File: src/rtl/sampler_arbiter_pkg.sv
// Shared Dilithium sampler parameters and the arbiter state encoding.
package sampler_arbiter_pkg;

    localparam int SEED_W      = 256;
    localparam int NONCE_W     = 16;
    localparam int POLY_W      = 8192;
    localparam int TIMEOUT_DEF = 4096;

    typedef enum logic [1:0] {
        ST_IDLE    = 2'd0,
        ST_BUSY    = 2'd1,
        ST_RELEASE = 2'd2
    } arb_state_e;

endpackage

File: src/rtl/sampler_arbiter_rr_arbiter.sv
// Combinational round-robin pick: first asserted request at or after ptr, wrapping.
module rr_arbiter #(
    parameter int NREQ  = 3,
    parameter int IDX_W = (NREQ > 1) ? $clog2(NREQ) : 1
) (
    input  logic [NREQ-1:0]  req,
    input  logic [IDX_W-1:0] ptr,
    output logic [NREQ-1:0]  gnt,
    output logic [IDX_W-1:0] idx,
    output logic             valid
);

    // Walk the candidates in priority order starting from ptr.
    always_comb begin
        logic [IDX_W-1:0] cand_s;
        gnt    = {NREQ{1'b0}};
        idx    = {IDX_W{1'b0}};
        valid  = 1'b0;
        cand_s = {IDX_W{1'b0}};
        for (int i = 0; i < NREQ; i++) begin
            cand_s = IDX_W'((int'(ptr) + i) % NREQ);
            if (!valid && req[cand_s]) begin
                valid       = 1'b1;
                idx         = cand_s;
                gnt[cand_s] = 1'b1;
            end else begin
                valid = valid;
            end
        end
    end

endmodule

File: src/rtl/sampler_arbiter.sv
// Shares one poly_uniform engine among NREQ requesters: round-robin grant,
// latched seed/nonce, done/timeout responses and a one-cycle re-arm gap.
module sampler_arbiter
    import sampler_arbiter_pkg::*;
#(
    parameter int NREQ    = 3,
    parameter int TIMEOUT = TIMEOUT_DEF
) (
    input  logic                      clock,
    input  logic                      reset,
    input  logic [NREQ-1:0]           req,
    input  logic [SEED_W*NREQ-1:0]    req_seed,
    input  logic [NONCE_W*NREQ-1:0]   req_nonce,
    output logic [NREQ-1:0]           gnt,
    output logic [NREQ-1:0]           rsp_done,
    output logic [NREQ-1:0]           rsp_err,
    output logic                      eng_start,
    output logic [SEED_W-1:0]         eng_seed,
    output logic [NONCE_W-1:0]        eng_nonce,
    input  logic                      eng_done
);

    localparam int IDX_W = (NREQ > 1) ? $clog2(NREQ) : 1;
    localparam int CNT_W = (TIMEOUT > 1) ? $clog2(TIMEOUT) : 1;
    localparam logic [CNT_W-1:0] CNT_LAST = CNT_W'(TIMEOUT - 1);
    localparam logic [IDX_W-1:0] IDX_LAST = IDX_W'(NREQ - 1);

    arb_state_e         state_r;
    logic [IDX_W-1:0]   ptr_r;
    logic [IDX_W-1:0]   owner_r;
    logic [CNT_W-1:0]   cnt_r;
    logic [NREQ-1:0]    gnt_r;
    logic [NREQ-1:0]    rsp_done_r;
    logic [NREQ-1:0]    rsp_err_r;
    logic               eng_start_r;
    logic [SEED_W-1:0]  eng_seed_r;
    logic [NONCE_W-1:0] eng_nonce_r;

    logic [NREQ-1:0]    win_gnt_s;
    logic [IDX_W-1:0]   win_idx_s;
    logic               win_valid_s;
    logic [IDX_W-1:0]   next_ptr_s;
    logic [NREQ-1:0]    owner_oh_s;
    logic [SEED_W-1:0]  seed_arr_s  [NREQ];
    logic [NONCE_W-1:0] nonce_arr_s [NREQ];

    for (genvar k = 0; k < NREQ; k++) begin : g_slice
        assign seed_arr_s[k]  = req_seed[k*SEED_W +: SEED_W];
        assign nonce_arr_s[k] = req_nonce[k*NONCE_W +: NONCE_W];
    end

    rr_arbiter #(
        .NREQ  (NREQ),
        .IDX_W (IDX_W)
    ) u_rr (
        .req   (req),
        .ptr   (ptr_r),
        .gnt   (win_gnt_s),
        .idx   (win_idx_s),
        .valid (win_valid_s)
    );

    assign next_ptr_s = (win_idx_s == IDX_LAST) ? {IDX_W{1'b0}} : win_idx_s + IDX_W'(1);

    // One-hot of the latched owner, used to steer the response pulses.
    always_comb begin
        owner_oh_s = {NREQ{1'b0}};
        for (int i = 0; i < NREQ; i++) begin
            owner_oh_s[i] = (owner_r == IDX_W'(i));
        end
    end

    // Arbiter FSM with all outputs registered; response pulses self-clear.
    always_ff @(posedge clock or negedge reset) begin
        if (!reset) begin
            state_r     <= ST_IDLE;
            ptr_r       <= {IDX_W{1'b0}};
            owner_r     <= {IDX_W{1'b0}};
            cnt_r       <= {CNT_W{1'b0}};
            gnt_r       <= {NREQ{1'b0}};
            rsp_done_r  <= {NREQ{1'b0}};
            rsp_err_r   <= {NREQ{1'b0}};
            eng_start_r <= 1'b0;
            eng_seed_r  <= {SEED_W{1'b0}};
            eng_nonce_r <= {NONCE_W{1'b0}};
        end else begin
            rsp_done_r <= {NREQ{1'b0}};
            rsp_err_r  <= {NREQ{1'b0}};
            case (state_r)
                ST_IDLE: begin
                    if (win_valid_s) begin
                        owner_r     <= win_idx_s;
                        gnt_r       <= win_gnt_s;
                        eng_seed_r  <= seed_arr_s[win_idx_s];
                        eng_nonce_r <= nonce_arr_s[win_idx_s];
                        eng_start_r <= 1'b1;
                        cnt_r       <= {CNT_W{1'b0}};
                        ptr_r       <= next_ptr_s;
                        state_r     <= ST_BUSY;
                    end
                end
                ST_BUSY: begin
                    // Done takes priority over a timeout landing in the same cycle.
                    if (eng_done) begin
                        rsp_done_r  <= owner_oh_s;
                        gnt_r       <= {NREQ{1'b0}};
                        eng_start_r <= 1'b0;
                        state_r     <= ST_RELEASE;
                    end else if (cnt_r == CNT_LAST) begin
                        rsp_err_r   <= owner_oh_s;
                        gnt_r       <= {NREQ{1'b0}};
                        eng_start_r <= 1'b0;
                        state_r     <= ST_RELEASE;
                    end else begin
                        cnt_r <= cnt_r + CNT_W'(1);
                    end
                end
                ST_RELEASE: begin
                    state_r <= ST_IDLE;
                end
                default: begin
                    state_r     <= ST_IDLE;
                    gnt_r       <= {NREQ{1'b0}};
                    eng_start_r <= 1'b0;
                end
            endcase
        end
    end

    assign gnt       = gnt_r;
    assign rsp_done  = rsp_done_r;
    assign rsp_err   = rsp_err_r;
    assign eng_start = eng_start_r;
    assign eng_seed  = eng_seed_r;
    assign eng_nonce = eng_nonce_r;

endmodule

File: config.mk
export PLATFORM = sky130hd
export DESIGN_NAME = sampler_arbiter
export DESIGN_NICKNAME = d
export VERILOG_FILES = /design/src/rtl/sampler_arbiter_pkg.sv /design/src/rtl/sampler_arbiter_rr_arbiter.sv /design/src/rtl/sampler_arbiter.sv
export SDC_FILE = /design/constraint.sdc
export NUM_CORES = 1
export LEC_CHECK = 0
export ABC_AREA = 1
export BUFFER_PORTS_ARGS = -buffer_cell sky130_fd_sc_hd__buf_2
export CORE_AREA = 3 3 429 431
export CTS_BUF_LIST = sky130_fd_sc_hd__clkbuf_8
export DETAILED_ROUTE_END_ITERATION = 8
export DIE_AREA = 0 0 432 434
export SETUP_SLACK_MARGIN = 0.05
export SLEW_MARGIN = 20
export SYNTH_ARGS = -nofsm -noshare
export SYNTH_HDL_FRONTEND = slang
export SYNTH_SLANG_ARGS = --single-unit
File: constraint.sdc
create_clock -name clock -period 2.2 [get_ports clock]
set_input_delay 0.11 -clock clock [delete_from_list [all_inputs] [get_ports clock]]
set_output_delay 0.11 -clock clock [all_outputs]
set_load 0.03 [all_outputs]
* Word level (Yosys, flattened, before mapping)
Cells that the tools add are included.
W data, S select, Z words.
** Word-level totals
- Logic and storage cells :: 101
- Bits of input ports :: 822
- Register bits after elaboration :: 300
** Cells by class
- Order comparisons :: 7
- Reductions and logical operators :: 14
- Equal/unequal tests :: 10
- Bitwise gates (word level) :: 4
- Divide/modulo/power cells :: 3
- Muxes and demuxes :: 49
- Add/subtract/negate cells :: 4
** Operator list (count)
- $bmux W256 S2 :: 1
- $mux W256 :: 2
- $mod A32 B3 Y32 const B :: 2
- $mux W12 :: 3
- $mux W3 :: 11
- $bmux W16 S2 :: 1
- $mod A3 B3 Y32 const B :: 1
- $mux W16 :: 2
- $pmux W12 S2 :: 1
- $mux W2 :: 7
- $add A12 B1 Y12 const B :: 1
- $eq A12 B12 Y1 const B :: 1
- $mux W1 :: 12
- $lt A2 B3 Y1 const B :: 3
- $pmux W3 S3 :: 1
- $bmux W1 S2 :: 3
- $demux W1 S2 :: 3
- $eq A2 B2 Y1 const B :: 3
- $ge A2 B1 Y1 const B :: 3
- $or A3 B3 Y3 :: 2
- $logic_and A1 B1 Y1 :: 5
- $eq A2 B1 Y1 const B :: 2
- $logic_not A2 Y1 :: 2
- $ne A2 B2 Y1 const B :: 2
- other kinds (15) :: 17

* Longest topological paths before layout
- Depth after elaboration :: 14
- Gate-level depth with buffers :: 16
- Mapped depth without buffers :: 14

* Modules after synthesis
A second synthesis with hierarchy kept.
** Unflattened totals
- Cells, all modules :: 1898
- Area total of the unflattened synthesis :: 15850.2 um2
** By module, submodules not included
- sampler_arbiter :: area each 15529.9 um2, cells each 1837, instances 1
- rr_arbiter :: area each 320.3 um2, cells each 61, instances 1

* Worst setup path before layout
Ideal clock, no wire load.
- Kind :: reg-to-reg
- Start point :: reg ptr_r[0]
- End point :: reg eng_seed_r[138] (netlist: eng_seed[138])
- Data arrival time :: 2.042 ns
- Cell stages (with the launch flop) :: 13
- Buffers on the path :: 2
- Setup slack :: 0.039 ns
- Path through :: dfrtp_1 > inv_1 > ha_1 > o21ai_0 > nand2_2 > nand3_2 > nand2_2 > inv_2 > buf_2 > clkbuf_1 > nor2_1 > nor2_1 > nand2_1
** On the way
- Cells in the longest elaborated chain, start to end :: 14
- Elaborated cells on any way between the ends :: 26
** Ends and longest elaborated chain
- start: declaration :: line sampler_arbiter.sv:29 : logic [IDX_W-1:0] ptr_r;
- start signal: assignment :: line sampler_arbiter.sv:77 : ptr_r <= {IDX_W{1'b0}};
- start signal: assignment :: line sampler_arbiter.sv:98 : ptr_r <= next_ptr_s;
- parallel branches: the longest is 14 deep, another holds $mod A32 B3 Y32
- end signal: assignment :: line sampler_arbiter.sv:84 : eng_seed_r <= {SEED_W{1'b0}};
- end signal: assignment :: line sampler_arbiter.sv:94 : eng_seed_r <= seed_arr_s[win_idx_s];
- end: declaration :: line sampler_arbiter.sv:36 : logic [SEED_W-1:0] eng_seed_r;
Parallel ways; which one is timed is not known. The select of a mux whose other input is x is not followed.
A chain may end at the register's enable or synchronous reset.

* Worst setup path in the final report
- Start point :: reg ptr_r[1]
- End point :: reg eng_seed_r[62] (netlist: eng_seed[62])
Same word-level chain as after synthesis.

==> impl_metrics.json <==
{
  "worst_pin_slew_ps": 430,
  "comb_power_share": 0.803,
  "relative_slew_margins": 0.713,
  "p_int_w": 0.0408,
  "maximum_number_of_pins_on_one_net_before_global_route_repair": 49,
  "cts_htree_levels": 3,
  "dp.cells": 6904,
  "yosys_warnings": 0,
  "dominantRegCellSynth": "sky130_fd_sc_hd__dfrtp_1",
  "netlist_instances": 3419,
  "power-per-cell-area_nw_per_um2": 1980,
  "design.portCount": 1104,
  "clk_latency_ps": 800,
  "detail_route.iter0.violations": 3014,
  "synth_largest_area_cell": "sky130_fd_sc_hd__dfrtp_1",
  "detailroute.via_count": 32880,
  "grt_pass1_vias": 31794,
  "netlist_area_um2": 21000,
  "route.detailed.drc": 0,
  "crit_path_top_delay_cell": "sky130_fd_sc_hd__dfrtp_2",
  "clk_path_buf_depth": 3,
  "finalSetupViolations": 283,
  "hpwl_um": 140000,
  "yosysTopAreaCellShare": 0.357,
  "timing.clock.skew_ps": 84.7,
  "worst_ir_drop_vdd_v": 0.00123,
  "worst-setup-path-type": "flop to flop",
  "io_buffers": 1103,
  "worst-endpoint-arrival_ps": 3140,
  "synthTopCellsByArea": "sky130_fd_sc_hd__dfrtp_1, sky130_fd_sc_hd__nand2_1, sky130_fd_sc_hd__nor2_1, sky130_fd_sc_hd__inv_1, sky130_fd_sc_hd__nand3b_1",
  "clk_pin_slew_worst_paths_ps": 70,
  "cts_tree": "done",
  "power_frac_seq": 0.117,
  "floorplan.die.height_um": 434,
  "timing.critical_path.max_delay_family": "buffers and inverters",
  "failing_checks": "setup timing",
  "timing.critical_path.from": "ptr_r[1]",
  "synth_enable_flop_cells": 0,
  "design.die.area_um2": 187000,
  "rsz_0062_raised_after_global_routing": "true",
  "syn_area_per_cell_um2": 6.15,
  "final_core_utilization": 0.247,
  "synth_seq_cells": 300,
  "gp_congestion": 0.993,
  "cts.sink_count": 300,
  "cts-root-buf": "sky130_fd_sc_hd__clkbuf_8",
  "worst_hold_path_type": "input port to async pin",
  "initial_core_utilization": 0.116,
  "power.switching_fraction": 0.538,
  "critical_path_required_ps": 2890,
  "power.net_switching_w": 0.0475,
  "layout.nets": 6368,
  "synth_most_common_cell": "sky130_fd_sc_hd__nand2_1",
  "netlist-cell-type-count": 29,
  "finalHoldViolations": 0,
  "synthToLayoutAreaGrowth_pct": 112,
  "synth_sequential_area_ratio": 0.357,
  "std_cell_rows": 156,
  "crit_path_setup_slack_layout_ps": -247,
  "max_clock_freq_mhz": 409,
  "routed_via_density": 4.08,
  "worstPathCellList": "ha_4 > o21ai_1 > nand2_4 > nand3_2 > nand2_4 > buf_4 > nor2_4 > buf_12 > clkbuf_16 > clkbuf_16 > nand3_1 > nand2_1",
  "critPathMaxFanout": 7,
  "wire_length_of_the_first_global_routing_pass_um": 247000,
  "drt_pre_antenna_iters": 6,
  "yosys-top-cells-count": "sky130_fd_sc_hd__nand2_1, sky130_fd_sc_hd__nor2_1, sky130_fd_sc_hd__inv_1, sky130_fd_sc_hd__dfrtp_1, sky130_fd_sc_hd__nand3_1",
  "cts_buffers": 69,
  "pwr-share-clk": 0.079,
  "final_layout_size_suffix_gt1_frac": 0.320,
  "max_cap_violations": 0,
  "floorplan.core_area_um2": 181000,
  "async_reset_ff_frac": 1.00,
  "timing.final.max_slew_violations": 0,
  "die_w_um": 432,
  "groute.usage.overall": 0.189,
  "p_leak_nw": 22.7,
  "timing.critical_path.slowest_cell_delay_ps": 450,
  "post_layout_nonfiller_instances": 8060,
  "run_status": "finished, violations left",
  "critical_path.startpoint_type": "flop",
  "final.fill_count": 19710,
  "detail_route.wl_per_cell_um": 23.9,
  "r2r-start": "ptr_r[1]",
  "cp.buffers_inverters": 4,
  "total_wirelength_of_the_detailed_routed_design_um": 193000,
  "number_of_antenna_violations_at_the_first_check_in_global_routing": 144,
  "grt.overflow.total": 0,
  "period_minus_slack_ps": 2450,
  "antenna_violating_nets_post_route": 0,
  "fin_crit_sh": 1.11,
  "net_count_synth": 4246,
  "timing.critical_path.to_type": "flop"
}
-- worst paths after layout --
check / to / slack, ps / cells past startpoint
hold reg to reg: eng_start / 470 / 2
min in group clock: eng_seed[222] / 160 / 6
hold / removal: eng_seed[179] / 160 / 3
max in group asynchronous: eng_seed[232] / 1580 / 3
setup reg to reg: eng_seed[62] / -250 / 12
setup / recovery: eng_seed[62] / -250 / 12
-- cells by family after synthesis --
kind of cell | share of synthesized area
AND/OR/NAND/NOR | 0.479
XOR/XNOR | 0.00292
AO/OA/AOI/OAI | 0.00637
adder cells (fa/ha/maj) | 0.00298
flip-flops | 0.357
buffers and inverters | 0.151
-- tightest hold or removal path: stages --
cell	delay, ps
sky130_fd_sc_hd__dlygate4sd3_1	570
sky130_fd_sc_hd__buf_8	330
sky130_fd_sc_hd__buf_16	330
-- cell usage in the layout, fill, tap and decap left out, types with 73 or more instances in the layout --
cell type,Yosys,final
sky130_fd_sc_hd__nor2_1,837,784
sky130_fd_sc_hd__diode_2,0,102
sky130_fd_sc_hd__nand3_2,2,73
sky130_fd_sc_hd__dfrtp_1,300,299
sky130_fd_sc_hd__buf_4,1,142
sky130_fd_sc_hd__buf_2,142,1102
sky130_fd_sc_hd__clkbuf_8,0,80
sky130_fd_sc_hd__nand3_1,291,209
sky130_fd_sc_hd__dlygate4sd3_1,0,819
sky130_fd_sc_hd__nand3b_1,274,274
sky130_fd_sc_hd__inv_1,565,584
sky130_fd_sc_hd__nand2_1,878,788
-- layout make-up --
type | instances | area (µm²) | area share
diodes | 102 | 255 | 0.00573
clock buffers | 80 | 1100 | 0.0247
clock inverters | 38 | 270 | 0.00607
inverters | 568 | 2150 | 0.0482
multi-input cells | 2339 | 11500 | 0.258
flip-flops and latches | 300 | 7510 | 0.169
well taps | 2370 | 2970 | 0.0666
repair buffers | 2263 | 18800 | 0.422
-- flip-flops by register name, indices dropped and copies added (netlist names) --
name       cells
cnt_r         12
eng_nonce     16
eng_seed     256
eng_start      1
gnt            3
owner_r        2
ptr_r          2
rsp_done       3
rsp_err        3
state_r        2
-- per-stage QoR --
| step | total power [W] | area (µm²) | setup TNS, ps | setup WS (ps) | hold WS [ps] |
|---|---|---|---|---|---|
| floorplan | 0.0384 | 21000 | 0 | 41.0 | -186 |
| global placement | 0.0596 | 30800 | -96090 | -501 | 149 |
| detailed placement | 0.0600 | 30800 | -80530 | -444 | 152 |
| CTS | 0.0811 | 42600 | -36220 | -203 | 19.5 |
| global route | 0.0932 | 44400 | -72270 | -347 | 77.5 |
| finish | 0.0883 | 44500 | -35560 | -247 | 159 |
-- repair_timing --
item                                    4_1_cts  5_1_grt
endpoints found under the hold margin       596        0
endpoints found under the setup margin      288      290
pin swaps                                    35      144
gates cloned                                 28       30
setup buffers                                51       13
resized for setup                           212      252
hold buffers                                820        0
-- power by group through the flow --
stage	sequential [W]	combinational, W	clock, W
after detailed placement	0.0103	0.0496	0
after global routing	0.0105	0.0752	0.00748
after global placement	0.0102	0.0494	0
final	0.0104	0.0710	0.00702
after floorplan	0.0149	0.0235	0
after CTS	0.0103	0.0635	0.00730
-- metal layers --
metal	vias to the layer above	share of wire	global-route usage
met3	681	0.095	0.0519
met4	34	0.070	0.114
met5	-	0.0018	0.00546
li1	14606	-	-
met2	2184	0.46	0.307
met1	15375	0.37	0.220
No activity file was read; power rests on OpenSTA's default activity.
